===== src/rtl/bl_fade_timeout_if.sv =====
// bl_fade_timeout_if
// Groups the backlight controller's control inputs and status outputs.
//   master : drives bl_on, bl_time, bl_level, event_tgl, hold; observes status
//   slave  : the controller; consumes controls, drives bl_pwm, bl_duty,
//            timed_out, bl_state, idle_ms
interface bl_fade_timeout_if #(
    parameter int N_EVENTS = 2,
    parameter int MS_W     = 15,
    parameter int PWM_W    = 8
);
    logic                bl_on;
    logic [1:0]          bl_time;
    logic [PWM_W-1:0]    bl_level;
    logic [N_EVENTS-1:0] event_tgl;
    logic                hold;
    logic                bl_pwm;
    logic [PWM_W-1:0]    bl_duty;
    logic                timed_out;
    logic [1:0]          bl_state;
    logic [MS_W-1:0]     idle_ms;

    modport master (
        output bl_on, bl_time, bl_level, event_tgl, hold,
        input  bl_pwm, bl_duty, timed_out, bl_state, idle_ms
    );

    modport slave (
        input  bl_on, bl_time, bl_level, event_tgl, hold,
        output bl_pwm, bl_duty, timed_out, bl_state, idle_ms
    );
endinterface


===== src/rtl/bl_fade_timeout.sv =====
// bl_fade_timeout
// Activity timeout and backlight controller for the front-panel LCD.
// Counts idle milliseconds since the last toggle on any activity input and,
// once the selected timeout expires, fades the PWM backlight linearly to zero
// before going dark.
//
// Ports:
//   clk27  : system clock
//   reset  : asynchronous, active-high reset
//   bus    : bl_fade_timeout_if.slave
//            in  bl_on, bl_time[1:0], bl_level, event_tgl, hold
//            out bl_pwm, bl_duty, timed_out, bl_state[1:0], idle_ms
//
// state | meaning
// ------+------------------------------------------------------------
// DIS   | backlight disabled by bl_on = 0, duty 0
// ON    | duty follows bl_level, waiting for idle timeout
// FADE  | duty ramps down by 1 every FADE_DIV cycles
// DARK  | timed out, duty 0, waiting for activity / hold / never-timeout
module bl_fade_timeout #(
    parameter int CLK_FREQ_HZ = 27000000,
    parameter int N_EVENTS    = 2,
    parameter int MS_W        = 15,
    parameter int T1_MS       = 3000,
    parameter int T2_MS       = 10000,
    parameter int T3_MS       = 30000,
    parameter int FADE_MS     = 500,
    parameter int PWM_W       = 8
) (
    input  logic clk27,
    input  logic reset,
    bl_fade_timeout_if.slave bus
);
    localparam int P            = CLK_FREQ_HZ / 1000;
    localparam int FULL         = (2 ** PWM_W) - 1;
    localparam int FADE_DIV_RAW = (P * FADE_MS) / FULL;
    localparam int FADE_DIV     = (FADE_DIV_RAW < 1) ? 1 : FADE_DIV_RAW;
    localparam int TICK_W       = (P > 1) ? $clog2(P) : 1;
    localparam int FADE_W       = (FADE_DIV > 1) ? $clog2(FADE_DIV) : 1;

    typedef enum logic [1:0] {
        ST_DIS  = 2'b00,
        ST_ON   = 2'b01,
        ST_FADE = 2'b10,
        ST_DARK = 2'b11
    } state_t;

    state_t              state;
    logic [N_EVENTS-1:0] event_prev;
    logic [TICK_W-1:0]   tick_ctr;
    logic [MS_W-1:0]     idle_ms_q;
    logic [FADE_W-1:0]   fade_ctr;
    logic [PWM_W-1:0]    duty;
    logic [PWM_W-1:0]    pwm_ctr;
    logic                pwm_q;
    logic                timed_out_q;

    logic                evt;
    logic                tick;
    logic                expired;
    logic [31:0]         thr;

    assign evt  = |(bus.event_tgl ^ event_prev);
    assign tick = (tick_ctr == TICK_W'(P - 1));

    always_comb begin
        thr = 32'd0;
        case (bus.bl_time)
            2'b01:   thr = 32'(T1_MS);
            2'b10:   thr = 32'(T2_MS);
            2'b11:   thr = 32'(T3_MS);
            default: thr = 32'd0;
        endcase
    end

    // Compare at 32 bits so presets larger than the idle counter simply never expire.
    assign expired = (bus.bl_time != 2'b00) && (32'(idle_ms_q) >= thr);

    // Millisecond prescaler and saturating idle counter; activity wins over a tick.
    always_ff @(posedge clk27 or posedge reset) begin
        if (reset) begin
            event_prev <= '0;
            tick_ctr   <= '0;
            idle_ms_q  <= '0;
        end else begin
            event_prev <= bus.event_tgl;
            if (evt) begin
                tick_ctr  <= '0;
                idle_ms_q <= '0;
            end else begin
                if (tick) tick_ctr <= '0;
                else      tick_ctr <= tick_ctr + TICK_W'(1);
                if (tick && (idle_ms_q != {MS_W{1'b1}}))
                    idle_ms_q <= idle_ms_q + MS_W'(1);
            end
        end
    end

    always_ff @(posedge clk27 or posedge reset) begin
        if (reset) begin
            state       <= ST_DIS;
            duty        <= '0;
            fade_ctr    <= '0;
            timed_out_q <= 1'b0;
        end else if (!bus.bl_on) begin
            state       <= ST_DIS;
            duty        <= '0;
            fade_ctr    <= '0;
            timed_out_q <= 1'b0;
        end else begin
            case (state)
                ST_DIS: begin
                    state       <= ST_ON;
                    duty        <= bus.bl_level;
                    fade_ctr    <= '0;
                    timed_out_q <= 1'b0;
                end
                ST_ON: begin
                    duty        <= bus.bl_level;
                    fade_ctr    <= '0;
                    timed_out_q <= 1'b0;
                    if (expired && !bus.hold && !evt)
                        state <= ST_FADE;
                end
                ST_FADE, ST_DARK: begin
                    if (evt || bus.hold || (bus.bl_time == 2'b00)) begin
                        state       <= ST_ON;
                        duty        <= bus.bl_level;
                        fade_ctr    <= '0;
                        timed_out_q <= 1'b0;
                    end else if (state == ST_DARK) begin
                        duty        <= '0;
                        timed_out_q <= 1'b1;
                    end else if (duty == '0) begin
                        state       <= ST_DARK;
                        fade_ctr    <= '0;
                        timed_out_q <= 1'b1;
                    end else if (fade_ctr == FADE_W'(FADE_DIV - 1)) begin
                        fade_ctr <= '0;
                        duty     <= duty - PWM_W'(1);
                    end else begin
                        fade_ctr <= fade_ctr + FADE_W'(1);
                    end
                end
                default: begin
                    state       <= ST_DIS;
                    duty        <= '0;
                    fade_ctr    <= '0;
                    timed_out_q <= 1'b0;
                end
            endcase
        end
    end

    // PWM period is FULL cycles so duty FULL is solid high and duty 0 solid low.
    always_ff @(posedge clk27 or posedge reset) begin
        if (reset) begin
            pwm_ctr <= '0;
            pwm_q   <= 1'b0;
        end else begin
            if (pwm_ctr == PWM_W'(FULL - 1)) pwm_ctr <= '0;
            else                             pwm_ctr <= pwm_ctr + PWM_W'(1);
            pwm_q <= (pwm_ctr < duty);
        end
    end

    assign bus.bl_pwm    = pwm_q;
    assign bus.bl_duty   = duty;
    assign bus.timed_out = timed_out_q;
    assign bus.bl_state  = state;
    assign bus.idle_ms   = idle_ms_q;
endmodule


===== src/flat_wrapper.sv =====
// flat-port wrapper written by rule: the top's interface ports become plain ports
module bl_fade_timeout_flat 
#(
    parameter int CLK_FREQ_HZ = 27000000,
    parameter int N_EVENTS    = 2,
    parameter int MS_W        = 15,
    parameter int T1_MS       = 3000,
    parameter int T2_MS       = 10000,
    parameter int T3_MS       = 30000,
    parameter int FADE_MS     = 500,
    parameter int PWM_W       = 8
)
  (clk27, reset, bus_bl_on, bus_bl_time, bus_bl_level, bus_event_tgl, bus_hold, bus_bl_pwm, bus_bl_duty, bus_timed_out, bus_bl_state, bus_idle_ms);
  bl_fade_timeout_if #(.N_EVENTS(N_EVENTS), .MS_W(MS_W), .PWM_W(PWM_W)) bus_i ();
  input  logic clk27;
  input  logic reset;
  input wire logic [$bits(bus_i.bl_on)-1:0] bus_bl_on;
  input wire logic [$bits(bus_i.bl_time)-1:0] bus_bl_time;
  input wire logic [$bits(bus_i.bl_level)-1:0] bus_bl_level;
  input wire logic [$bits(bus_i.event_tgl)-1:0] bus_event_tgl;
  input wire logic [$bits(bus_i.hold)-1:0] bus_hold;
  output wire logic [$bits(bus_i.bl_pwm)-1:0] bus_bl_pwm;
  output wire logic [$bits(bus_i.bl_duty)-1:0] bus_bl_duty;
  output wire logic [$bits(bus_i.timed_out)-1:0] bus_timed_out;
  output wire logic [$bits(bus_i.bl_state)-1:0] bus_bl_state;
  output wire logic [$bits(bus_i.idle_ms)-1:0] bus_idle_ms;
  assign bus_i.bl_on = bus_bl_on;
  assign bus_i.bl_time = bus_bl_time;
  assign bus_i.bl_level = bus_bl_level;
  assign bus_i.event_tgl = bus_event_tgl;
  assign bus_i.hold = bus_hold;
  assign bus_bl_pwm = bus_i.bl_pwm;
  assign bus_bl_duty = bus_i.bl_duty;
  assign bus_timed_out = bus_i.timed_out;
  assign bus_bl_state = bus_i.bl_state;
  assign bus_idle_ms = bus_i.idle_ms;
  bl_fade_timeout #(.CLK_FREQ_HZ(CLK_FREQ_HZ), .N_EVENTS(N_EVENTS), .MS_W(MS_W), .T1_MS(T1_MS), .T2_MS(T2_MS), .T3_MS(T3_MS), .FADE_MS(FADE_MS), .PWM_W(PWM_W)) u_core (.clk27(clk27), .reset(reset), .bus(bus_i));
endmodule

===== config.mk =====
export PLATFORM = sky130hd
export DESIGN_NAME = bl_fade_timeout_flat
export DESIGN_NICKNAME = d
export VERILOG_FILES = /design/src/rtl/bl_fade_timeout_if.sv /design/src/rtl/bl_fade_timeout.sv /design/src/flat_wrapper.sv
export SDC_FILE = /design/constraint.sdc
export NUM_CORES = 1
export LEC_CHECK = 0
export ABC_AREA = 1
export BUFFER_PORTS_ARGS = -buffer_cell sky130_fd_sc_hd__buf_4
export CAP_MARGIN = 20
export CELL_PAD_IN_SITES_DETAIL_PLACEMENT = 0
export CELL_PAD_IN_SITES_GLOBAL_PLACEMENT = 1
export CORE_UTILIZATION = 47
export DETAILED_ROUTE_END_ITERATION = 8
export PLACE_DENSITY = 0.86
export RECOVER_POWER = 50
export REMOVE_ABC_BUFFERS = 1
export SLEW_MARGIN = 20
export SYNTH_ARGS = -nofsm -noshare
export SYNTH_HDL_FRONTEND = slang
export SYNTH_SLANG_ARGS = --single-unit

===== constraint.sdc =====
create_clock -name clk27 -period 3.75 [get_ports clk27]
set_input_delay 0.1875 -clock clk27 [delete_from_list [all_inputs] [get_ports clk27]]
set_output_delay 0.1875 -clock clk27 [all_outputs]
set_load 0.02 [all_outputs]

==> run_results.csv <==
group,metric,value,unit
placed_design,placed_cells,742,
route,drt-total-wl,10390,um
layout,fillerInstances,901,
timing,hold_violations,0,
worst_setup_path,ff2ff_setup_slack,1.38,ns
layout,final_area,0.004964,mm^2
clock_network,cts_tree,"yes",
pwr,power.total,1.548,mW
route,vias,4026,
layout,syn_to_final_growth,12.54,%
clock_network,cts_buffers,9,
placed_design,dpl_cell_area,0.004832,mm^2
route,drc,0,
floorplan,die_h,98.87,um
global_routing,antenna_found_initial,0,
synthesis,synth.distinct_cells,36,
synthesis,synth_warnings,0,
hold_path,worstHoldPathType,"in2reg",
worst_setup_path,crit_path_end,"u_core.fade_ctr[4]",
worst_setup_path,path_buf_inv,5,
clock_network,clk-insertion-delay-late,0.34,ns
pwr,clkPwrFrac,40.4,%
route,wl_per_cell,13.64,um
timing,fin_setup_tns,0,ns
pwr,peakVddDrop,241.1,uV
floorplan,die-area,0.009775,mm^2
pwr,p_sw_share,26.41,%
floorplan,start_util,49.61,%
worst_setup_path,path_cells,"dlygate4sd3_1 > clkbuf_4 > inv_1 > clkbuf_1 > buf_4",
worst_setup_path,cp_top_family,"buffers and inverters",
worst_setup_path,cp.required,4.24,ns
route,drt_iter0_drc,124,
clock_network,cts_setup_buffers,0,
worst_setup_path,cpPeakStageDelay,1.41,ns
layout,n_antenna_cell,0,
timing,period_share,71.03,%
global_routing,grt_pass1_vias,3899,
clock_network,cts_root_buf,"clkbuf_8",
pwr,leakagePower,2.328,nW
route,ant_nets,0,
synthesis,netlist_area,0.004410,mm^2
pwr,powerDensity,311.8,mW/mm^2
pwr,combPwrFrac,10.3,%
layout,final_util,55.83,%
pwr,p_seq_share,49.3,%
global_routing,grt_usage,22.81,%
floorplan,num_io_pins,43,
floorplan,core,0.008891,mm^2
global_routing,grt_max_degree,45,
timing,whs,0.1510,ns
timing,max_clock_freq,375.4,MHz
clock_network,h-tree-depth,3,
worst_setup_path,critPathSlowestCell,"clkbuf_1",
worst_setup_path,critPathKind,"in2async",
worst_setup_path,endpoint_kind,"asynchronous set/reset pin",
placed_design,place_ws,1.416,ns
timing,setup_viol,0,
worst_setup_path,cp.depth,5,
synthesis,synth_cells,597,
synthesis,syn_avg_cell_area,7.388,um^2
clock_network,clockBufferDepth,2,
timing,period_minus_slack,2.664,ns
clock_network,cts_sinks,68,
placed_design,placement.io_buffers,42,
global_routing,grt-ovfl-total,0,
synthesis,yosysSeqAreaShare,38.58,%
global_routing,grt_pass1_wl,17830,um
status,violations,"max-capacitance violations, max-slew violations",
timing,slew_violations,35,
placed_design,globalplace.congestion,0.8817,
worst_setup_path,timing.rr.start,"u_core.bus.idle_ms[0]",
timing,fin_ws,1.086,ns
floorplan,rows,34,
pwr,power_switching,408.8,uW
worst_setup_path,cp-start-kind,"input port",
timing,relSlewSlack,-26.68,%
worst_setup_path,crit_path_max_fanout,34,
layout,layout.cells.non_filler,762,
worst_setup_path,arrival,3.15,ns
layout,layout.nets,694,
route,routed_via_density,5.283,
clock_network,path_clk_slew,0.07,ns
worst_setup_path,r2r-end,"u_core.bus.idle_ms[8]",
placed_design,dp_hpwl,7654,um
worst_setup_path,startpoint,"reset",
status,status,"complete, but fails checks",
worst_setup_path,rr_worst_depth,7,
floorplan,fp.dieW,98.87,um
flow_run,max_cap_violations,1,
layout,drive_above_1_share,8.104,%
timing,worst_pin_slew,1.900,ns
pwr,p_int,1.139,mW
timing,rsz0062_at_grt,"false",
route,drtPass1Iterations,4,
synthesis,ys_ff_latch,68,
timing,finalClockSkew,0.007941,ns
cell usage in the layout (no fill, tap or decap), types with 3 or more instances in the layout:
master | synthesis | final
xor2_1 | 12 | 12
nand4_1 | 23 | 23
nand2_1 | 151 | 151
nor2_1 | 69 | 69
inv_1 | 79 | 79
clkbuf_1 | 0 | 30
ha_1 | 29 | 29
nor3_1 | 19 | 19
a21oi_1 | 25 | 25
buf_4 | 0 | 13
o21ai_1 | 3 | 3
dlygate4sd3_1 | 0 | 3
dfrtp_1 | 68 | 68
nor4_1 | 4 | 4
nand3b_1 | 3 | 3
nand3_1 | 33 | 33
nor2_4 | 3 | 3
o21ai_2 | 6 | 6
nor3_2 | 3 | 3
xnor2_1 | 5 | 5
a31oi_1 | 4 | 4
nor2_2 | 4 | 4
o21ai_0 | 32 | 32
clkbuf_8 | 0 | 11
sequential cells by signal, indices dropped and copies added (netlist names):
register / count
u_core.bus.bl_state: 2
u_core.tick_ctr: 15
u_core.bus.idle_ms: 15
u_core.bus.bl_duty: 8
u_core.pwm_ctr: 8
u_core.bus.timed_out: 1
u_core.bus.bl_pwm: 1
u_core.fade_ctr: 16
u_core.event_prev: 2
area by class of cell:
cell class	instances	area, um^2	share of cell area, %
Clock buffer	12	155.1	3.126
Clock inverter	4	47.55	0.9579
Timing Repair Buffer	47	251.5	5.067
Sequential cell	68	1702	34.28
Inverter	83	314.1	6.327
Multi-Input combinational cell	440	2359	47.52
Tap cell	108	135.1	2.722
timing repair:
| item | 4_1_cts | 5_1_grt |
|---|---|---|
| setup endpoints to repair | 0 | 0 |
| hold buffers | 2 | 1 |
| resized for setup | 0 | 0 |
| hold endpoints to repair | 2 | 10 |
synth_stat cells, drive strengths merged:
library cell | instances | area (um^2)
buf | 5 | 31.28
o21bai | 1 | 7.510
o21a | 2 | 15.01
and3 | 2 | 12.51
dfrtp | 68 | 1702
clkbuf | 1 | 5.000
a21boi | 1 | 7.510
o21ai | 41 | 227.7
nor2 | 76 | 317.8
inv | 82 | 310.3
nand4 | 23 | 143.9
ha | 29 | 362.9
a31oi | 4 | 25.02
nor3b | 1 | 7.510
nand2 | 153 | 584.3
clkinv | 1 | 3.750
nor4 | 4 | 25.02
o211ai | 1 | 7.510
a21oi | 25 | 125.1
nand3b | 3 | 22.52
nand3 | 35 | 192.7
xnor2 | 5 | 43.79
xor2 | 12 | 105.1
nor3 | 22 | 125.1
cell families after synthesis:
kind of cell,after synthesis,synth area share (%)
compound gates,75,9.418
flops,68,38.58
simple gates,319,32.45
xor+xnor,17,3.376
buf+inv,89,7.943
fa+ha+maj,29,8.227
metal layers:
| layer | part of all wire [%] | vias to the layer above | global-route usage [%] | wire length, um |
|---|---|---|---|---|
| li1 | - | 2056 | - | - |
| met1 | 49 | 1899 | 30.16 | 5040 |
| met2 | 47 | 57 | 38.03 | 4925 |
| met3 | 2.7 | 14 | 3.333 | 280 |
| met4 | 1.4 | 0 | 8.381 | 145 |
| met5 | 0 | - | 0 | 0 |
power by group through the flow:
stage | registers, mW | clock network, mW | logic [mW]
finish | 0.763 | 0.625 | 0.160
global route | 0.765 | 0.671 | 0.181
CTS | 0.763 | 0.645 | 0.169
detailed placement | 0.778 | 0 | 0.166
global placement | 0.777 | 0 | 0.164
floorplan | 0.784 | 0 | 0.0962
worst min path at each step:
stage | start | to | slack [ns] | cells past startpoint
after floorplan | bus_event_tgl[0] | u_core.event_prev[0] | 0.22 | 0
after global placement | bus_event_tgl[0] | u_core.event_prev[0] | 0.31 | 1
after detailed placement | bus_event_tgl[1] | u_core.event_prev[1] | 0.32 | 1
after CTS | reset | u_core.tick_ctr[14] | 0.10 | 2
after global routing | bus_bl_on | u_core.bus.bl_state[0] | 0.16 | 3
final | bus_bl_level[3] | u_core.bus.bl_duty[3] | 0.15 | 5
worst register-to-register path, cell delays in order (launching register included):
cell	delay (ns)
dfrtp_1	0.43
ha_1	0.26
nand3_1	0.18
nor2_1	0.10
a31oi_1	0.70
nor2_2	0.12
inv_2	0.32
o21ai_0	0.13
(Power assumes the default switching activity.)
